==> src/rtl/nn_result_reader.sv <==
// nn_result_reader
//   Output-side consumer of the two-layer network. When the network pulses
//   scores_valid, all NUM_CLASSES signed scores are captured in one cycle.
//   A sequential argmax scan then compares one class per cycle. The winning
//   index and score are published. After that, every captured score is
//   streamed out for logging or host readback.
//
// Ports
//   clk          system clock, all state on the rising edge
//   rstn         asynchronous active-low reset, clears every register
//   scores_valid one-cycle pulse, network outputs are final (used only in IDLE)
//   scores       packed signed scores, class k in [k*SCORE_BITS +: SCORE_BITS]
//   busy         high in SCAN and EMIT
//   class_valid  high from argmax completion until the next accepted frame
//   class_idx    winning class index
//   class_score  winning signed score
//   out_valid    stream word valid
//   out_ready    downstream ready
//   out_data     streamed score, bit-exact copy of the captured value
//   out_idx      class index of out_data
//   out_last     marks the word for class NUM_CLASSES-1
//
// Stream handshake: a word transfers on every rising edge where out_valid
// and out_ready are both high. While out_valid is high and out_ready is low,
// out_data/out_idx/out_last hold steady. out_valid never drops without a
// transfer; the only exception is reset.
module nn_result_reader #(
  parameter int NUM_CLASSES = 10,
  parameter int SCORE_BITS  = 48,
  parameter int IDX_BITS    = 4
) (
  input  logic                              clk,
  input  logic                              rstn,
  input  logic                              scores_valid,
  input  logic [NUM_CLASSES*SCORE_BITS-1:0] scores,
  output logic                              busy,
  output logic                              class_valid,
  output logic [IDX_BITS-1:0]               class_idx,
  output logic [SCORE_BITS-1:0]             class_score,
  output logic                              out_valid,
  input  logic                              out_ready,
  output logic [SCORE_BITS-1:0]             out_data,
  output logic [IDX_BITS-1:0]               out_idx,
  output logic                              out_last
);

  // The scan pointer must reach NUM_CLASSES. That final value marks the
  // extra cycle in which the result is published, which gives the
  // NUM_CLASSES-cycle latency from the capture edge.
  localparam int PTR_W = $clog2(NUM_CLASSES + 1);

  typedef enum logic [1:0] {IDLE = 2'd0, SCAN = 2'd1, EMIT = 2'd2} state_t;

  state_t                        state, state_nxt;
  logic signed [SCORE_BITS-1:0]  cap [NUM_CLASSES];
  logic signed [SCORE_BITS-1:0]  best;
  logic        [IDX_BITS-1:0]    best_idx;
  logic        [PTR_W-1:0]       ptr;
  logic signed [SCORE_BITS-1:0]  scan_cur;
  logic        [IDX_BITS-1:0]    emit_nxt_idx;
  logic signed [SCORE_BITS-1:0]  emit_nxt;
  logic                          scan_done;
  logic                          xfer;

  assign scan_done    = (ptr == PTR_W'(NUM_CLASSES));
  assign xfer         = out_valid && out_ready;
  assign emit_nxt_idx = out_idx + 1'b1;

  // Captured-score selection for the scan compare and the next stream word.
  always_comb begin
    scan_cur = cap[0];
    emit_nxt = cap[0];
    for (int k = 0; k < NUM_CLASSES; k++) begin
      if (ptr == PTR_W'(k))             scan_cur = cap[k];
      if (emit_nxt_idx == IDX_BITS'(k)) emit_nxt = cap[k];
    end
  end

  // State register
  always_ff @(posedge clk or negedge rstn) begin
    if (!rstn) state <= IDLE;
    else       state <= state_nxt;
  end

  // Next-state logic
  always_comb begin
    state_nxt = state;
    case (state)
      IDLE:    if (scores_valid)       state_nxt = SCAN;
      SCAN:    if (scan_done)          state_nxt = EMIT;
      EMIT:    if (xfer && out_last)   state_nxt = IDLE;
      default:                         state_nxt = IDLE;
    endcase
  end

  // Output decode
  always_comb begin
    busy = (state == SCAN) || (state == EMIT);
  end

  // Datapath: capture, scan and stream registers
  always_ff @(posedge clk or negedge rstn) begin
    if (!rstn) begin
      for (int k = 0; k < NUM_CLASSES; k++) cap[k] <= '0;
      best        <= '0;
      best_idx    <= '0;
      ptr         <= '0;
      class_valid <= 1'b0;
      class_idx   <= '0;
      class_score <= '0;
      out_valid   <= 1'b0;
      out_data    <= '0;
      out_idx     <= '0;
      out_last    <= 1'b0;
    end else begin
      case (state)
        IDLE: begin
          if (scores_valid) begin
            for (int k = 0; k < NUM_CLASSES; k++)
              cap[k] <= scores[k*SCORE_BITS +: SCORE_BITS];
            best        <= scores[0 +: SCORE_BITS];
            best_idx    <= '0;
            ptr         <= PTR_W'(1);
            class_valid <= 1'b0;
          end
        end
        SCAN: begin
          if (scan_done) begin
            class_idx   <= best_idx;
            class_score <= best;
            class_valid <= 1'b1;
            out_valid   <= 1'b1;
            out_data    <= cap[0];
            out_idx     <= '0;
            out_last    <= 1'b0;  // NUM_CLASSES >= 2, so word 0 is never last
          end else begin
            // Strict greater-than: ties keep the lower index.
            if (scan_cur > best) begin
              best     <= scan_cur;
              best_idx <= IDX_BITS'(ptr);
            end
            ptr <= ptr + 1'b1;
          end
        end
        EMIT: begin
          if (xfer) begin
            if (out_last) begin
              out_valid <= 1'b0;
              out_last  <= 1'b0;
            end else begin
              out_idx  <= emit_nxt_idx;
              out_data <= emit_nxt;
              out_last <= (emit_nxt_idx == IDX_BITS'(NUM_CLASSES - 1));
            end
          end
        end
        default: ;
      endcase
    end
  end

endmodule

==> config.mk <==
export PLATFORM = sky130hd
export DESIGN_NAME = nn_result_reader
export DESIGN_NICKNAME = d
export VERILOG_FILES = /design/src/rtl/nn_result_reader.sv
export SDC_FILE = /design/constraint.sdc
export NUM_CORES = 2
export LEC_CHECK = 0
export BUFFER_PORTS_ARGS = -buffer_cell sky130_fd_sc_hd__buf_2
export CAP_MARGIN = 20
export CORE_MARGIN = 2
export CORE_UTILIZATION = 40
export DETAILED_ROUTE_END_ITERATION = 6
export PLACE_DENSITY = 0.61
export SLEW_MARGIN = 10
export SYNTH_ARGS = -nofsm -noshare
export SYNTH_HDL_FRONTEND = slang
export SYNTH_SLANG_ARGS = --single-unit
==> constraint.sdc <==
create_clock -name clk -period 6.61 [get_ports clk]
set_input_delay 0.3305 -clock clk [delete_from_list [all_inputs] [get_ports clk]]
set_output_delay 0.3305 -clock clk [all_outputs]
set_load 0.005 [all_outputs]
==> metrics.txt <==
# TYPE chip_impl_metric gauge
chip_impl_metric{name="detail_route.vias_per_cell",unit=""} 6.18
chip_impl_metric{name="synth_sequential_area_ratio",unit="%"} 48.4
chip_impl_metric{name="groute.usage.overall",unit="%"} 34.2
chip_impl_metric{name="critical_path_peak_fanout",unit=""} 24
chip_impl_metric{name="leakagePower",unit="nW"} 19.5
chip_impl_metric{name="synth-edff-count",unit=""} 0
chip_impl_metric{name="yosys_warnings",unit=""} 0
chip_impl_metric{name="fmax",unit="MHz"} 160
chip_impl_info{name="post_synth_most_frequent_cells",value="sky130_fd_sc_hd__dfrtp_1, sky130_fd_sc_hd__mux2_2, sky130_fd_sc_hd__nand2_1"} 1
chip_impl_metric{name="antenna_violations_before_repair",unit=""} 13
chip_impl_metric{name="finish.instance_area",unit="um^2"} 44800
chip_impl_info{name="run_status",value="finished, final reports clean"} 1
chip_impl_metric{name="post_synth_num_cell_types",unit=""} 60
chip_impl_info{name="critPathTopFamily",value="compound AO/OA/AOI/OAI gates"} 1
chip_impl_metric{name="met1Wirelength",unit="mm"} 57.2
chip_impl_metric{name="hold_violations",unit=""} 0
chip_impl_metric{name="place.detailed.hpwl",unit="mm"} 97.6
chip_impl_metric{name="rows",unit=""} 105
chip_impl_info{name="timing.hold.worst.class",value="in2reg"} 1
chip_impl_metric{name="synth-seq-cells",unit=""} 645
chip_impl_info{name="crit-reg2reg-capture",value="best[12]"} 1
chip_impl_metric{name="net-switching-power",unit="mW"} 9.27
chip_impl_info{name="timing.critical_path.slowest_stage_cell",value="sky130_fd_sc_hd__a221oi_1"} 1
chip_impl_metric{name="ctsLongestPathBuffers",unit=""} 3
chip_impl_metric{name="yosys.area.top_type_share",unit="%"} 48.4
chip_impl_metric{name="drt-wirelength-per-cell",unit="um"} 29.2
chip_impl_metric{name="seqCellArea",unit="um^2"} 16100
chip_impl_metric{name="combined_area_of_the_multi_input_logic_cells",unit="um^2"} 16200
chip_impl_metric{name="drt_first_pass_iters",unit=""} 7
chip_impl_metric{name="gp_congestion",unit=""} 0.905
chip_impl_info{name="whs_endpoint",value="cap[453]"} 1
chip_impl_info{name="crit_type",value="reg2reg"} 1
chip_impl_metric{name="clkTransAtPathRegs",unit="ns"} 0.06
chip_impl_metric{name="ios",unit=""} 592
chip_impl_info{name="clk_root_buffer_cell",value="sky130_fd_sc_hd__clkbuf_16"} 1
chip_impl_metric{name="drt_iter0_drc",unit=""} 3576
chip_impl_metric{name="slew_headroom",unit="%"} 16.4
chip_impl_metric{name="whs_path_depth",unit=""} 2
chip_impl_metric{name="floorplan.core_area",unit="um^2"} 82400
chip_impl_metric{name="worst_stage_delay_on_the_critical_path",unit="ns"} 0.85
chip_impl_info{name="postSynth.topFlopCell",value="sky130_fd_sc_hd__dfrtp_1"} 1
chip_impl_metric{name="die_h",unit="um"} 293
chip_impl_metric{name="period_share",unit="%"} 94.8
chip_impl_metric{name="placed_cells_incl_taps",unit=""} 4518
chip_impl_metric{name="r2r.worst_path.cells",unit=""} 18
chip_impl_metric{name="fin_crit",unit="ns"} 6.27
chip_impl_metric{name="ys_async_sr_fraction",unit="%"} 100
chip_impl_metric{name="fin_tns_setup",unit="ns"} 0
chip_impl_info{name="cts_tree",value="done"} 1
chip_impl_metric{name="design_power_total",unit="mW"} 22.5
chip_impl_metric{name="drc_errors",unit=""} 0
chip_impl_metric{name="via_count_of_the_first_global_routing_pass",unit=""} 31900
chip_impl_metric{name="synth_area_per_cell",unit="um^2"} 11.0
chip_impl_metric{name="fp.dieArea",unit="um^2"} 85700
chip_impl_metric{name="ff2ff_setup_slack",unit="ns"} 0.34
chip_impl_info{name="cell_taking_the_most_area_after_synthesis",value="sky130_fd_sc_hd__dfrtp_1"} 1
chip_impl_metric{name="nFillCells",unit=""} 7023
chip_impl_metric{name="wl_met2",unit="mm"} 66.0
chip_impl_metric{name="insertion_delay",unit="ns"} 0.65
chip_impl_info{name="worstReg2RegStart",value="ptr[0]"} 1
chip_impl_metric{name="fin_nets",unit=""} 4534
chip_impl_metric{name="timing.critical_path.required",unit="ns"} 7.15
chip_impl_metric{name="power.switching_fraction",unit="%"} 41.1
chip_impl_metric{name="pwr-share-seq",unit="%"} 36.0
chip_impl_metric{name="cts_max_level",unit=""} 3
chip_impl_info{name="critical_path.cell_chain",value="ha_1, and3b_4, nor2_4, buf_4, o221ai_1, a21oi_1, a2111oi_0, o21ai_0, ha_1, a21oi_1, o21ai_1, a221oi_1, o22ai_1, or3_1, mux2i_2, or2_4, buf_4, mux2i_1"} 1
chip_impl_metric{name="io_buffer_count",unit=""} 591
chip_impl_metric{name="placed_area",unit="um^2"} 37500
chip_impl_metric{name="setup_viol",unit=""} 0
chip_impl_metric{name="totalWireLength",unit="mm"} 150
chip_impl_metric{name="cts-buffers-inserted",unit=""} 75
chip_impl_metric{name="synth_nets",unit=""} 3589
chip_impl_info{name="timing.critical_path.from_type",value="register"} 1
chip_impl_info{name="synth_top_area_cells",value="sky130_fd_sc_hd__dfrtp_1, sky130_fd_sc_hd__mux2_2, sky130_fd_sc_hd__mux2i_1"} 1
chip_impl_metric{name="maximum_number_of_pins_on_one_net_before_global_route_repair",unit=""} 177
chip_impl_metric{name="p_per_area",unit="nW/um^2"} 504
chip_impl_metric{name="crit_arrival",unit="ns"} 6.81
chip_impl_metric{name="netlist_area_pre_place",unit="um^2"} 33400
chip_impl_metric{name="globalRouteOverflowTotal",unit=""} 0
chip_impl_metric{name="cts.sinks",unit=""} 645
chip_impl_metric{name="drive_gt1_share",unit="%"} 31.9
chip_impl_metric{name="initial_core_util",unit="%"} 40.5
chip_impl_metric{name="area.growth.synth_to_final",unit="%"} 34.2
chip_impl_info{name="min-delay-start",value="scores[21]"} 1
chip_impl_info{name="yosys.cell_count.top_type",value="sky130_fd_sc_hd__dfrtp_1"} 1
chip_impl_metric{name="detail-route-antenna-nets",unit=""} 0
chip_impl_metric{name="post_layout_nonfiller_instances",unit=""} 5126
chip_impl_metric{name="slew_of_the_pin_with_the_lowest_slew_margin",unit="ns"} 1.25
chip_impl_metric{name="worst-path-buf-inv",unit=""} 2
chip_impl_metric{name="dp_worst_setup_slack",unit="ns"} 0.416
chip_impl_metric{name="finalMaxSlewViolations",unit=""} 0
chip_impl_metric{name="drv_cap",unit=""} 0
chip_impl_metric{name="met3_wirelength",unit="mm"} 16.2
chip_impl_metric{name="internal_power_contribution",unit="mW"} 13.3
chip_impl_metric{name="p_comb_share",unit="%"} 44.3
chip_impl_info{name="rsz_0062_raised_after_global_routing",value="no"} 1
chip_impl_metric{name="cts-resized-gates",unit=""} 0
chip_impl_metric{name="final.setup.worst_slack",unit="ns"} 0.345
chip_impl_metric{name="post_synth_inst_count",unit=""} 3045
chip_impl_metric{name="detailroute.via_count",unit=""} 31700
chip_impl_metric{name="dieWidth",unit="um"} 293
chip_impl_metric{name="irDropWorstVdd",unit="uV"} 473
chip_impl_info{name="end_kind",value="register"} 1
chip_impl_info{name="top_routing_layer_in_use",value="met5"} 1
chip_impl_metric{name="fin_worst_skew",unit="ns"} 0.0272
chip_impl_metric{name="grt_pass1_wl",unit="mm"} 215
chip_impl_metric{name="clock_power_share",unit="%"} 19.6
## through the flow
step | utilization (%) | hold slack, ns
after global routing | 54.3 | 0.000213
after global placement | 45.5 | 0.457
after detailed placement | 45.5 | 0.465
after CTS | 54.3 | 0.000401
final | 54.3 | 0.0148
after floorplan | - | 0.0349
## sequential cells by signal, indices dropped and copies added (netlist names)
name         flops
ptr              4
state            2
out_valid        1
out_idx          4
cap            480
best_idx         4
class_valid      1
best            48
out_data        48
class_score     48
out_last         1
class_idx        4
## per-layer routing
metal / up-vias / track usage [%]
li1: 13300 / -
met1: 15600 / 43.1
met2: 2158 / 52.3
met3: 600 / 10.1
met4: 6 / 20.2
met5: - / 0
## power by group through the flow
stage,registers (mW),logic (mW),clock network (mW)
finish,8.13,9.99,4.43
global route,8.29,10.8,4.63
CTS,8.04,9.82,4.47
detailed placement,8.08,9.55,0
global placement,8.08,9.36,0
floorplan,7.11,6.81,0
## logic make-up after synthesis
family	Yosys count	synth area share [%]
AND/OR/NAND/NOR	574	7.32
AO/OA/AOI/OAI	778	16.3
XOR/XNOR	2	0.0525
adder cells (fa/ha/maj)	60	2.25
buffers and inverters	310	3.65
flip-flops	645	48.4
multiplexers	676	22.1
## layout make-up
type,instances,area share (%)
Timing Repair Buffer,1120,18.3
Antenna cell,10,0.0559
Multi-Input combinational cell,2090,36.3
Clock inverter,27,0.925
Clock buffer,106,4.89
Tap cell,1070,2.99
Sequential cell,645,36.1
Inverter,58,0.486
## timing repair
item	in CTS	in global routing
setup buffers	0	0
hold endpoints to repair	578	2
hold buffers	462	2
## how the worst max path moves through the flow
stage / from / end / slack (ns) / depth (start not counted)
floorplan: ptr[0] / best[0] / 1.77 / 22
global placement: ptr[0] / best[21] / 0.55 / 19
detailed placement: ptr[0] / best[17] / 0.42 / 19
CTS: ptr[0] / best[12] / 0.38 / 19
global route: ptr[0] / best[13] / 0.02 / 19
finish: ptr[0] / best[12] / 0.34 / 18
## cells in the final DEF, fill, tap and decap left out, types with 8 or more instances in the layout
cell | synthesis | final
sky130_fd_sc_hd__a221o_1 | 8 | 8
sky130_fd_sc_hd__a31oi_1 | 21 | 21
sky130_fd_sc_hd__o221ai_1 | 75 | 75
sky130_fd_sc_hd__ha_1 | 60 | 58
sky130_fd_sc_hd__buf_2 | 20 | 590
sky130_fd_sc_hd__o211ai_1 | 15 | 15
sky130_fd_sc_hd__a22o_1 | 9 | 9
sky130_fd_sc_hd__clkbuf_16 | 0 | 78
sky130_fd_sc_hd__diode_2 | 0 | 10
sky130_fd_sc_hd__a2111oi_0 | 35 | 35
sky130_fd_sc_hd__nand3_1 | 71 | 70
sky130_fd_sc_hd__nor3_1 | 10 | 8
sky130_fd_sc_hd__nand4_1 | 9 | 9
sky130_fd_sc_hd__inv_1 | 58 | 58
sky130_fd_sc_hd__dfrtp_1 | 645 | 645
sky130_fd_sc_hd__clkbuf_8 | 0 | 13
sky130_fd_sc_hd__bufinv_16 | 0 | 9
sky130_fd_sc_hd__o21ai_1 | 34 | 30
sky130_fd_sc_hd__a211oi_1 | 33 | 33
sky130_fd_sc_hd__a22oi_1 | 75 | 75
sky130_fd_sc_hd__buf_12 | 0 | 8
sky130_fd_sc_hd__o22ai_1 | 60 | 60
sky130_fd_sc_hd__dlygate4sd3_1 | 0 | 464
sky130_fd_sc_hd__o32ai_1 | 8 | 8
sky130_fd_sc_hd__o21ai_0 | 83 | 82
sky130_fd_sc_hd__a211o_1 | 15 | 15
sky130_fd_sc_hd__buf_4 | 2 | 56
sky130_fd_sc_hd__nand2_1 | 254 | 249
sky130_fd_sc_hd__a311oi_1 | 33 | 33
sky130_fd_sc_hd__a221oi_1 | 55 | 55
sky130_fd_sc_hd__clkbuf_1 | 211 | 15
sky130_fd_sc_hd__mux2_2 | 480 | 480
sky130_fd_sc_hd__nor2_1 | 182 | 175
sky130_fd_sc_hd__clkinv_2 | 0 | 8
sky130_fd_sc_hd__mux2i_1 | 194 | 194
sky130_fd_sc_hd__a21oi_1 | 158 | 158
sky130_fd_sc_hd__o2111ai_1 | 34 | 34
Note: power is estimated with default switching activity, not from simulation.
